===== config.mk =====
export PLATFORM = sky130hd
export DESIGN_NAME = keypad_encoder_flat
export DESIGN_NICKNAME = d
export VERILOG_FILES = /design/src/rtl/keypad_encoder_if.sv /design/src/rtl/keypad_encoder.sv /design/src/flat_wrapper.sv
export SDC_FILE = /design/constraint.sdc
export NUM_CORES = 1
export LEC_CHECK = 0
export ABC_CLOCK_PERIOD_IN_PS = 2000
export BUFFER_PORTS_ARGS = -buffer_cell sky130_fd_sc_hd__buf_2
export CAP_MARGIN = 0
export CORE_UTILIZATION = 41
export CTS_BUF_LIST = sky130_fd_sc_hd__clkbuf_8
export DETAILED_ROUTE_END_ITERATION = 6
export GPL_ROUTABILITY_DRIVEN = 0
export PLACE_DENSITY_LB_ADDON = 0.12
export SETUP_SLACK_MARGIN = 0.15
export SKIP_CTS_REPAIR_TIMING = 1
export SYNTH_ARGS = -nofsm -noshare
export SYNTH_HDL_FRONTEND = slang
export SYNTH_SLANG_ARGS = --single-unit

===== constraint.sdc =====
create_clock -name clk -period 2 [get_ports clk]
set_input_delay 0.5 -clock clk [delete_from_list [all_inputs] [get_ports clk]]
set_output_delay 0.5 -clock clk [all_outputs]
set_load 0.02 [all_outputs]

===== src/rtl/keypad_encoder_if.sv =====
// keypad_encoder_if: key-code bundle between the keypad scanner and the calculator control FSM
interface keypad_encoder_if;
  logic [3:0] row;
  logic [3:0] col;
  logic [3:0] tecla;
  logic       ready;
  logic       key_held;
  modport master(input row, output col, tecla, ready, key_held);
  modport slave(output row, input col, tecla, ready, key_held);
endinterface


===== src/rtl/keypad_encoder.sv =====
// keypad_encoder: scans a 4x4 keypad, debounces, rejects ghosting, emits one code per press
module keypad_encoder #(
  parameter int SCAN_DIV = 16,
  parameter int DEBOUNCE = 4
) (
  input logic              clk,
  input logic              reset,
  keypad_encoder_if.master kp
);
  localparam int CW = $clog2(SCAN_DIV);
  localparam int DW = $clog2(DEBOUNCE + 1);
  localparam logic [CW-1:0] SLAST = CW'(SCAN_DIV - 1);
  localparam logic [DW-1:0] DLAST = DW'(DEBOUNCE - 1);
  typedef enum logic [1:0] {SCAN, DEB, HELD} state_t;
  state_t        state;
  logic [3:0]    r1, rs, pat, cap, n, code;
  logic [CW-1:0] cnt;
  logic [DW-1:0] dcnt;
  logic [1:0]    ci;
  logic          sample, one_low;
  assign n       = ~rs;
  assign one_low = n != 4'h0 && (n & (n - 4'h1)) == 4'h0;
  assign code    = {n[3] | n[2], n[3] | n[1], ci};
  assign sample  = cnt == SLAST;
  assign kp.col  = ~(4'b0001 << ci);
  // two-flop row synchronizer and per-column dwell counter
  always_ff @(posedge clk or posedge reset)
    if (reset) begin
      r1  <= 4'hF;
      rs  <= 4'hF;
      cnt <= '0;
    end else begin
      r1  <= kp.row;
      rs  <= r1;
      cnt <= sample ? '0 : cnt + CW'(1);
    end
  // scan / debounce / hold machine; counts press matches in DEB and release samples in HELD
  always_ff @(posedge clk or posedge reset)
    if (reset) begin
      state       <= SCAN;
      ci          <= '0;
      dcnt        <= '0;
      pat         <= 4'hF;
      cap         <= 4'h0;
      kp.tecla    <= 4'h0;
      kp.ready    <= 1'b0;
      kp.key_held <= 1'b0;
    end else begin
      kp.ready <= 1'b0;
      if (sample)
        case (state)
          SCAN:
            if (!one_low) ci <= ci + 2'd1;
            else if (DEBOUNCE == 1) begin
              kp.tecla    <= code;
              kp.ready    <= 1'b1;
              kp.key_held <= 1'b1;
              dcnt        <= '0;
              state       <= HELD;
            end else begin
              cap   <= code;
              pat   <= rs;
              dcnt  <= DW'(1);
              state <= DEB;
            end
          DEB:
            if (rs != pat) begin
              ci    <= ci + 2'd1;
              state <= SCAN;
            end else if (dcnt == DLAST) begin
              kp.tecla    <= cap;
              kp.ready    <= 1'b1;
              kp.key_held <= 1'b1;
              dcnt        <= '0;
              state       <= HELD;
            end else dcnt <= dcnt + DW'(1);
          HELD:
            if (rs != 4'hF) dcnt <= '0;
            else if (dcnt == DLAST) begin
              kp.key_held <= 1'b0;
              dcnt        <= '0;
              ci          <= ci + 2'd1;
              state       <= SCAN;
            end else dcnt <= dcnt + DW'(1);
          default: state <= SCAN;
        endcase
    end
endmodule


===== src/flat_wrapper.sv =====
// flat-port wrapper written by rule: the top's interface ports become plain ports
module keypad_encoder_flat 
#(
  parameter int SCAN_DIV = 16,
  parameter int DEBOUNCE = 4
)
  (clk, reset, kp_row, kp_col, kp_tecla, kp_ready, kp_key_held);
  keypad_encoder_if kp_i ();
  input logic clk;
  input logic reset;
  input wire logic [$bits(kp_i.row)-1:0] kp_row;
  output wire logic [$bits(kp_i.col)-1:0] kp_col;
  output wire logic [$bits(kp_i.tecla)-1:0] kp_tecla;
  output wire logic [$bits(kp_i.ready)-1:0] kp_ready;
  output wire logic [$bits(kp_i.key_held)-1:0] kp_key_held;
  assign kp_i.row = kp_row;
  assign kp_col = kp_i.col;
  assign kp_tecla = kp_i.tecla;
  assign kp_ready = kp_i.ready;
  assign kp_key_held = kp_i.key_held;
  keypad_encoder #(.SCAN_DIV(SCAN_DIV), .DEBOUNCE(DEBOUNCE)) u_core (.clk(clk), .reset(reset), .kp(kp_i));
endmodule

==> run_results.csv, run 1 <==
group,metric,value,unit
synth,ys.flop_type,"dfrtp_1",
sta,tns,0,ns
synth,synth.largest_area_cell,"dfrtp_1",
floorplanning,die_h,62.49,um
clocking,numCtsBuffers,5,
global_route,overflow,0,
power,peakVddDrop,0.4768,mV
sta,worst_pin_slew,0.3930,ns
sta,period_minus_slack,1.804,ns
synth,synth_compound_area_frac,0.06088,
synth,netlist-cell-type-count,27,
global_route,antenna_found_initial,0,
sta,setup_violations,0,
setup_path,max_stage_delay,0.59,ns
setup_path,crit_path_start_kind,"flip-flop",
global_route,grt_max_degree,34,
floorplanning,fp.dieW,62.49,um
final_layout,final_area,1772,um^2
synth,syn_inst,120,
setup_path,cp_max_fo,6,
setup_path,rrSetupSlack,0.20,ns
synth,async_flop_share,1.000,
drt,vias,911,
synth,synth_top_family_by_area,"simple AND/OR/NAND/NOR gates",
setup_path,cp-end-kind,"flip-flop",
synth,synth.top_cell.area_share,0.3503,
floorplanning,io_pins,16,
final_layout,n_antenna_cell,0,
sta,skew,0.005210,ns
drt,postRouteAntennaNets,0,
sta,rsz0062_at_grt,"yes",
flow_run,drv_cap,0,
setup_path,timing.rr.start,"u_core.rs[0]",
final_layout,drive_gt1_frac,0.3793,
setup_path,crit_start,"u_core.rs[0]",
final_layout,syn2layout_area_growth,18.10,%
power,total_power,1.682,mW
synth,synth_mux_area_frac,0.1051,
floorplanning,start_util,0.4392,
placed_design,dp_hpwl,1660,um
clocking,htreeDepth,2,
synth,synth_warnings,0,
placed_design,place_ws,0.1925,ns
synth,synth_edf_count,0,
setup_path,path_class,"flip-flop to flip-flop",
power,p_per_area,949.2,nW/um^2
synth,synth_area,1500,um^2
drt,routed_wl,2290,um
global_route,grt_usage,0.1382,
worst_hold_path,hp-class,"input pin to asynchronous set/reset pin",
synth,seq_area_frac_synth,0.5605,
synth,ys_ff_latch,33,
synth,synth_area_per_cell,12.50,um^2
drt,vias_per_cell,4.770,
floorplanning,core,3416,um^2
synth,syn-num-nets,136,
placed_design,portBuffers,15,
floorplanning,die-area,3905,um^2
clocking,cts_tree,"done",
synth,synth-simple-area-share,0.1143,
drt,wl_per_cell,11.99,um
synth,yosys-top-cells-area,"dfrtp_1 (35%), dfstp_2 (21%), mux2_2 (11%)",
final_layout,final_nets,160,
drt,first_pass_iters,4,
clocking,cts-root-buf,"clkbuf_8",
floorplanning,num_rows,21,
setup_path,worstPathRequired,2.16,ns
clocking,cts_buffer_depth,2,
global_route,grt_pass1_vias,960,
clocking,clk_latency,0.28,ns
sta,drv_slew,0,
drt,drcViolationCount,0,
placed_design,placed_cell_area,1629,um^2
setup_path,worst_ep_arrival_time,1.97,ns
sta,final-hold-violation-count,0,
clocking,clkSinkCount,33,
drt,dr.first_iter.drc_count,19,
power,leakage,0.8539,nW
sta,fin_crit_sh,0.9018,
sta,layout_setup_ws,0.1964,ns
synth,synth_xor_xnor_area_share,0.04087,
run_status,status,"finished, final reports clean",
sta,relSlewSlack,0.7380,
clocking,path_clk_slew,0.06,ns
setup_path,cpMaxStageDelayCell,"dfstp_2",
setup_path,crit_chain,"xor2_1 > nor4_2 > nand2_1 > nand4_1 > mux2_2",
sta,fmax,554.4,MHz
synth,synth_fa_ha_area_frac,0.08340,
global_route,grt_pass1_wl,4140,um
-- routing by layer --
layer | global-route usage | wire, um | vias up | share of wire
li1 | - | - | 457 | -
met2 | 0.2269 | 1094 | 20 | 0.48
met1 | 0.1619 | 1061 | 429 | 0.46
met5 | 0 | 0 | - | 0
met4 | 0.08721 | 55 | 0 | 0.024
met3 | 0.03285 | 79 | 5 | 0.034
-- synthesized netlist by cell type, types with 2 or more instances --
master     n
o21a_1     2
nand4b_1   2
o21ai_0    4
mux2_2    14
nand2b_1   2
xnor2_1    2
nand4_1    2
a21oi_1    4
ha_1      10
dfrtp_1   21
and3_1     2
dfstp_2   12
inv_1     11
nand2_1    7
nand3_2    2
xor2_1     5
nor2_1     5
nand3_1    3
o31ai_1    2
-- registers in the layout, indices dropped and copies added, names as in the netlist --
register	cells
u_core.r1	4
u_core.cnt	4
u_core.ci	2
u_core.kp.key_held	1
u_core.cap	4
u_core.pat	4
u_core.state	2
u_core.kp.tecla	4
u_core.rs	4
u_core.dcnt	3
u_core.kp.ready	1
-- final timing paths --
path | cells past startpoint | endpoint
hold / removal | 3 | u_core.cnt[0]
max in group asynchronous | 3 | u_core.pat[3]
setup reg to reg | 5 | u_core.ci[1]
hold reg to reg | 0 | u_core.rs[2]
setup / recovery | 5 | u_core.ci[1]
min in group clk | 1 | u_core.r1[0]
-- critical path, delay by kind of cell, from the launching register on --
family | cells | cell delay, ns
DFF | 1 | 0.59
and+or+nand+nor | 3 | 0.67
muxes | 1 | 0.34
xor gates and xnor gates | 1 | 0.09
-- per-stage QoR --
step | hold slack, ns | instances | util
3_3_place_gp | 0.3459 | 181 | 0.4769
4_1_cts | 0.3026 | 189 | 0.5110
3_5_place_dp | 0.3473 | 181 | 0.4769
5_1_grt | 0.3002 | 191 | 0.5187
6_report | 0.2852 | 191 | 0.5187
2_1_floorplan | 0.3452 | 120 | -
-- cells by family (layout without fill, tap and decap cells) --
family,count (synthesis),count (layout)
AOI/OAI and AO/OA,15,15
xor gates and xnor gates,7,7
adders and majority gates,10,10
buffers and inverters,12,37
DFF,33,33
muxes,14,14
and+or+nand+nor,29,29
-- area by class of cell --
type                    instances  area (um^2)
flip-flops and latches         33        840.8
clock buffers                   6        82.58
inverters                      11        41.29
multi-input cells              75        618.1
clock inverters                 2        33.78
well taps                      46        57.56
fillers                       328         1644
repair buffers                 18        97.59
-- cells in the final DEF (no fill, tap or decap), types with 2 or more instances in the layout --
master / n
inv_1: 12
clkbuf_8: 6
ha_1: 10
o21ai_0: 4
and3_1: 2
buf_4: 3
nand3_1: 3
xor2_1: 5
o31ai_1: 2
nand4b_1: 2
nand2b_1: 2
dfstp_2: 12
o21a_1: 2
nand4_1: 2
buf_2: 15
mux2_2: 14
dfrtp_1: 21
a21oi_1: 4
nor2_1: 5
xnor2_1: 2
nand2_1: 7
-- power by group --
part	switching [mW]	internal [mW]
sequential	0.0470	0.740
clock	0.225	0.401
combinational	0.154	0.115
total	0.426	1.26
Note: power is estimated with default switching activity, not from simulation.
==> inputs of run 2 (changes only) <==
CTS_BUF_LIST = default   (was sky130_fd_sc_hd__clkbuf_8)
==> run 2 against run 1 <==
Against the previous run: total power is 10% lower; routed wire length down 0.87%; clock-buffer cell count grew 2; clock power decreased by 27%; global-route usage increased by 0.12 points; via count increased by 0.99%; hold slack worse by 0.056 ns; critical path depth unchanged; sequential share of layout area up 0.99 points; combinational power hardly changed; flip-flop and latch count did not move; critical path type unchanged; largest power group unchanged.
==> run_results.csv, run 2 (synthesis results as in run 1) <==
group,metric,value,unit
drt,first_pass_iters,5,
setup_path,rrSetupSlack,0.20,ns
drt,dr.first_iter.drc_count,22,
setup_path,cp-end-kind,"flip-flop",
setup_path,worst_ep_arrival_time,2.01,ns
placed_design,dp_hpwl,1660,um
clocking,clkSinkCount,33,
sta,fin_crit_sh,0.8980,
global_route,grt_usage,0.1394,
drt,routed_wl,2270,um
final_layout,final_common_cell,"dfrtp_1",
setup_path,crit_chain,"xor2_1 > nor4_2 > nand2_1 > nand4_1 > mux2_2",
clocking,cts_tree,"done",
sta,hold-worst-slack,0.2289,ns
setup_path,timing.rr.end,"u_core.ci[1]",
setup_path,path_buf_inv,0,
sta,worst_pin_slew,0.3974,ns
final_layout,drive_gt1_frac,0.3793,
global_route,grt_max_degree,34,
setup_path,cp_top_family,"simple AND/OR/NAND/NOR gates",
floorplanning,die_h,62.49,um
global_route,grt_pass1_wl,4167,um
setup_path,worstPathRequired,2.22,ns
drt,vias_per_cell,4.817,
sta,fmax,556.8,MHz
sta,final-hold-violation-count,0,
setup_path,cpMaxStageDelayCell,"dfstp_2",
power,peakVddDrop,0.5172,mV
sta,rsz0062_at_grt,"yes",
drt,postRouteAntennaNets,0,
sta,tns,0,ns
run_status,status,"finished, final reports clean",
floorplanning,num_rows,21,
drt,wl_per_cell,11.88,um
setup_path,crit_path_start_kind,"flip-flop",
flow_run,drv_cap,0,
global_route,overflow,0,
power,leakage,0.8350,nW
clocking,clk_latency,0.32,ns
sta,relSlewSlack,0.7351,
clocking,cts-root-buf,"clkbuf_4",
setup_path,reg2reg_depth,5,
final_layout,syn2layout_area_growth,15.68,%
clocking,htreeDepth,2,
sta,period_minus_slack,1.796,ns
final_layout,n_antenna_cell,0,
setup_path,max_stage_delay,0.60,ns
global_route,grt_pass1_vias,964,
drt,vias,920,
floorplanning,start_util,0.4392,
clocking,numCtsBuffers,5,
placed_design,portBuffers,15,
final_layout,final_area,1735,um^2
global_route,antenna_found_initial,0,
clocking,path_clk_slew,0.10,ns
sta,skew,0.007252,ns
floorplanning,io_pins,16,
clocking,cts_buffer_depth,2,
setup_path,timing.rr.start,"u_core.rs[0]",
setup_path,cp.depth,5,
floorplanning,fp.dieW,62.49,um
sta,drv_slew,0,
floorplanning,core,3416,um^2
drt,drcViolationCount,0,
setup_path,cp_max_fo,6,
final_layout,final_cell_mix,"dfrtp_1 (21), buf_2 (15), mux2_2 (14)",
setup_path,path_class,"flip-flop to flip-flop",
sta,setup_violations,0,
final_layout,final_nets,160,
final_layout,fillers,332,
worst_hold_path,hp-class,"input pin to asynchronous set/reset pin",
power,p_per_area,870.2,nW/um^2
floorplanning,die-area,3905,um^2
placed_design,placed_cell_area,1629,um^2
## run 2: cell count changes in the layout (fill, tap and decap cells not counted)
cell	before	now
clkbuf_4	0	5
inv_1	12	11
clkbuf_16	0	1
bufinv_16	1	0
clkbuf_1	0	1
clkbuf_8	6	1
## run 2: worst max-delay path by stage
stage | slack [ns] | end | from
final | 0.20 | u_core.ci[1] | u_core.rs[0]
after global routing | 0.12 | u_core.ci[1] | u_core.rs[3]
after CTS | 0.19 | u_core.state[0] | u_core.rs[1]
after detailed placement | 0.19 | u_core.state[0] | u_core.rs[1]
after global placement | 0.24 | u_core.ci[1] | u_core.rs[1]
after floorplan | 0.30 | u_core.ci[1] | u_core.rs[1]
## run 2: where the power goes
| group | leakage, nW | switching, mW | total, mW | internal, mW |
|---|---|---|---|---|
| combinational | 0.390 | 0.154 | 0.269 | 0.115 |
| clock | 0.0437 | 0.207 | 0.455 | 0.248 |
| sequential | 0.401 | 0.0473 | 0.786 | 0.739 |
| total | 0.835 | 0.408 | 1.51 | 1.10 |
## run 2: metal layers
metal,vias up,global-route usage,part of all wire
met5,-,0,0
met2,21,0.2269,0.48
met4,0,0.08721,0.020
met3,5,0.03832,0.037
li1,460,-,-
met1,434,0.1619,0.46
## run 2: stage by stage
step | util | total power, mW | instances | setup WS, ns
finish | 0.5081 | 1.510 | 191 | 0.2041
global route | 0.5081 | 1.621 | 191 | 0.1218
CTS | 0.5004 | 1.533 | 189 | 0.1864
detailed placement | 0.4769 | 1.067 | 181 | 0.1925
global placement | 0.4769 | 1.058 | 181 | 0.2403
floorplan | - | 0.9930 | 120 | 0.2999
## run 2: layout make-up
| cell class | instances | area (um^2) | share of cell area |
|---|---|---|---|
| inverter | 11 | 41.29 | 0.02379 |
| clock buffer | 8 | 80.08 | 0.04614 |
| sequential | 33 | 840.8 | 0.4845 |
| multi-input combinational | 75 | 618.1 | 0.3562 |
| timing repair buffer | 18 | 97.59 | 0.05624 |
| tap | 46 | 57.56 | 0.03317 |
## run 2: worst register-to-register path, cell delays in order, from the launching register on
cell     delay (ns)
dfstp_2        0.60
xor2_1         0.09
nor4_2         0.33
nand2_1        0.16
nand4_1        0.17
mux2_2         0.34
==> inputs of run 3 (changes only) <==
--- a/constraint.sdc
+++ b/constraint.sdc
@@ -3,2 +3,2 @@
 set_output_delay 0.5 -clock clk [all_outputs]
-set_load 0.02 [all_outputs]
+set_load 0.1 [all_outputs]
==> run 3 against run 2 <==
Against the previous run: global-route usage unchanged; critical endpoint unchanged; via count grew 0.22%; largest cell class unchanged; largest power group unchanged; first-iteration DRC count rose by 18%.
==> run_results.csv, run 3 (synthesis results as in run 1) <==
group,metric,value,unit
global_route,antenna_found_initial,0,
setup_path,crit_chain,"nand2_1 > o211ai_1 > nand2_1 > nand4_1 > mux2_2",
drt,postRouteAntennaNets,0,
power,p_per_area,991.8,nW/um^2
setup_path,rrSetupSlack,0.21,ns
setup_path,path_class,"flip-flop to flip-flop",
clocking,numCtsBuffers,5,
setup_path,cp_max_fo,6,
global_route,use_met3,0.03832,
clocking,cts-root-buf,"clkbuf_4",
clocking,htreeDepth,2,
floorplanning,io_pins,16,
clocking,cts_buffer_depth,2,
clocking,clk_latency,0.32,ns
power,peakVddDrop,0.5240,mV
sta,setup_violations,0,
sta,rsz0062_at_grt,"yes",
drt,vias_per_cell,4.802,
final_layout,final_nets,161,
final_layout,final_cell_mix,"dfrtp_1 (21), mux2_2 (14), dfstp_2 (12)",
drt,first_pass_iters,4,
final_layout,fillers,327,
sta,worst_pin_slew,0.4844,ns
global_route,use_met2,0.2269,
setup_path,crit_top_cell,"nand2_1",
run_status,status,"finished, final reports clean",
drt,dr.first_iter.drc_count,26,
global_route,grt_pass1_wl,4167,um
floorplanning,start_util,0.4392,
global_route,grt_pass1_vias,964,
sta,fin_crit_sh,0.8947,
sta,skew,0.007253,ns
final_layout,n_antenna_cell,0,
drt,vias,922,
clocking,cts_tree,"done",
setup_path,reg2reg_depth,5,
final_layout,syn2layout_area_growth,18.77,%
global_route,grt-busiest-layer,"met2",
setup_path,max_stage_delay,0.59,ns
setup_path,cp-endpoint,"u_core.ci[1]",
global_route,grt_usage,0.1394,
placed_design,portBuffers,15,
sta,tns,0,ns
setup_path,timing.rr.end,"u_core.ci[1]",
placed_design,dp_hpwl,1660,um
setup_path,crit_start,"u_core.rs[3]",
floorplanning,core,3416,um^2
setup_path,cp-end-kind,"flip-flop",
setup_path,worstPathRequired,2.22,ns
drt,routed_wl,2303,um
worst_hold_path,hp-class,"input pin to asynchronous set/reset pin",
setup_path,cpMaxStageDelayCell,"dfstp_2",
setup_path,crit_path_start_kind,"flip-flop",
clocking,path_clk_slew,0.10,ns
clocking,clkSinkCount,33,
setup_path,worst_ep_arrival_time,2.00,ns
drt,wl_per_cell,11.99,um
setup_path,timing.rr.start,"u_core.rs[3]",
global_route,grt_max_degree,34,
global_route,overflow,0,
sta,relSlewSlack,0.6793,
global_route,grtUsageMet1,0.1619,
sta,period_minus_slack,1.789,ns
sta,hold-worst-slack,0.2245,ns
floorplanning,die-area,3905,um^2
final_layout,final_common_cell,"dfrtp_1",
power,leakage,0.8577,nW
floorplanning,fp.dieW,62.49,um
flow_run,drv_cap,0,
sta,drv_slew,0,
sta,fmax,558.9,MHz
floorplanning,num_rows,21,
final_layout,drive_gt1_frac,0.3904,
floorplanning,die_h,62.49,um
sta,final-hold-violation-count,0,
drt,drcViolationCount,0,
-- run 3: cell types whose count changed in the layout (fill, tap and decap cells not counted), sizes merged --
cell,previous run,this run
buf,18,19
-- run 3: worst max-delay path, delay by kind of cell, from the launching register on --
kind	cells	cell delay, ns
DFF	1	0.59
muxes	1	0.34
AOI/OAI and AO/OA	1	0.35
and+or+nand+nor	3	0.39
-- run 3: power breakdown --
| group | internal (mW) | switching, mW | total [mW] |
|---|---|---|---|
| registers | 0.739 | 0.0481 | 0.787 |
| clock network | 0.248 | 0.206 | 0.455 |
| logic | 0.183 | 0.342 | 0.525 |
-- run 3: worst min-delay path by stage --
| stage | from | to | slack (ns) | cells past startpoint |
|---|---|---|---|---|
| 4_1_cts | reset | u_core.cnt[0] | 0.24 | 3 |
| 3_3_place_gp | u_core.r1[3] | u_core.rs[3] | 0.35 | 0 |
| 3_5_place_dp | u_core.r1[2] | u_core.rs[2] | 0.35 | 0 |
| 2_1_floorplan | u_core.r1[0] | u_core.rs[0] | 0.35 | 0 |
| 5_1_grt | kp_row[1] | u_core.r1[1] | 0.22 | 1 |
| 6_report | reset | u_core.cnt[0] | 0.22 | 3 |
-- run 3: per-stage QoR --
step | cell area (um^2) | worst slack [ns] | power [mW] | instances | util
after floorplan | 1500 | 0.2700 | 1.164 | 120 | -
after global placement | 1629 | 0.2403 | 1.230 | 181 | 0.4769
after detailed placement | 1629 | 0.1925 | 1.239 | 181 | 0.4769
after CTS | 1709 | -0.001562 | 1.705 | 189 | 0.5004
after global routing | 1782 | 0.1178 | 1.878 | 192 | 0.5216
final | 1782 | 0.2107 | 1.767 | 192 | 0.5216
-- run 3: layout make-up --
cell class / instances / area, um^2 / area share
well taps: 46 / 57.56 / 0.03230
repair buffers: 19 / 147.6 / 0.08287
flip-flops and latches: 33 / 840.8 / 0.4719
multi-input cells: 75 / 614.3 / 0.3448
inverters: 11 / 41.29 / 0.02317
clock buffers: 8 / 80.08 / 0.04494
-- run 3: per-layer routing --
layer | wire, um | vias up
li1 | - | 463
met1 | 1057 | 435
met2 | 1120 | 19
met3 | 78 | 5
met4 | 46 | 0
met5 | 0 | -
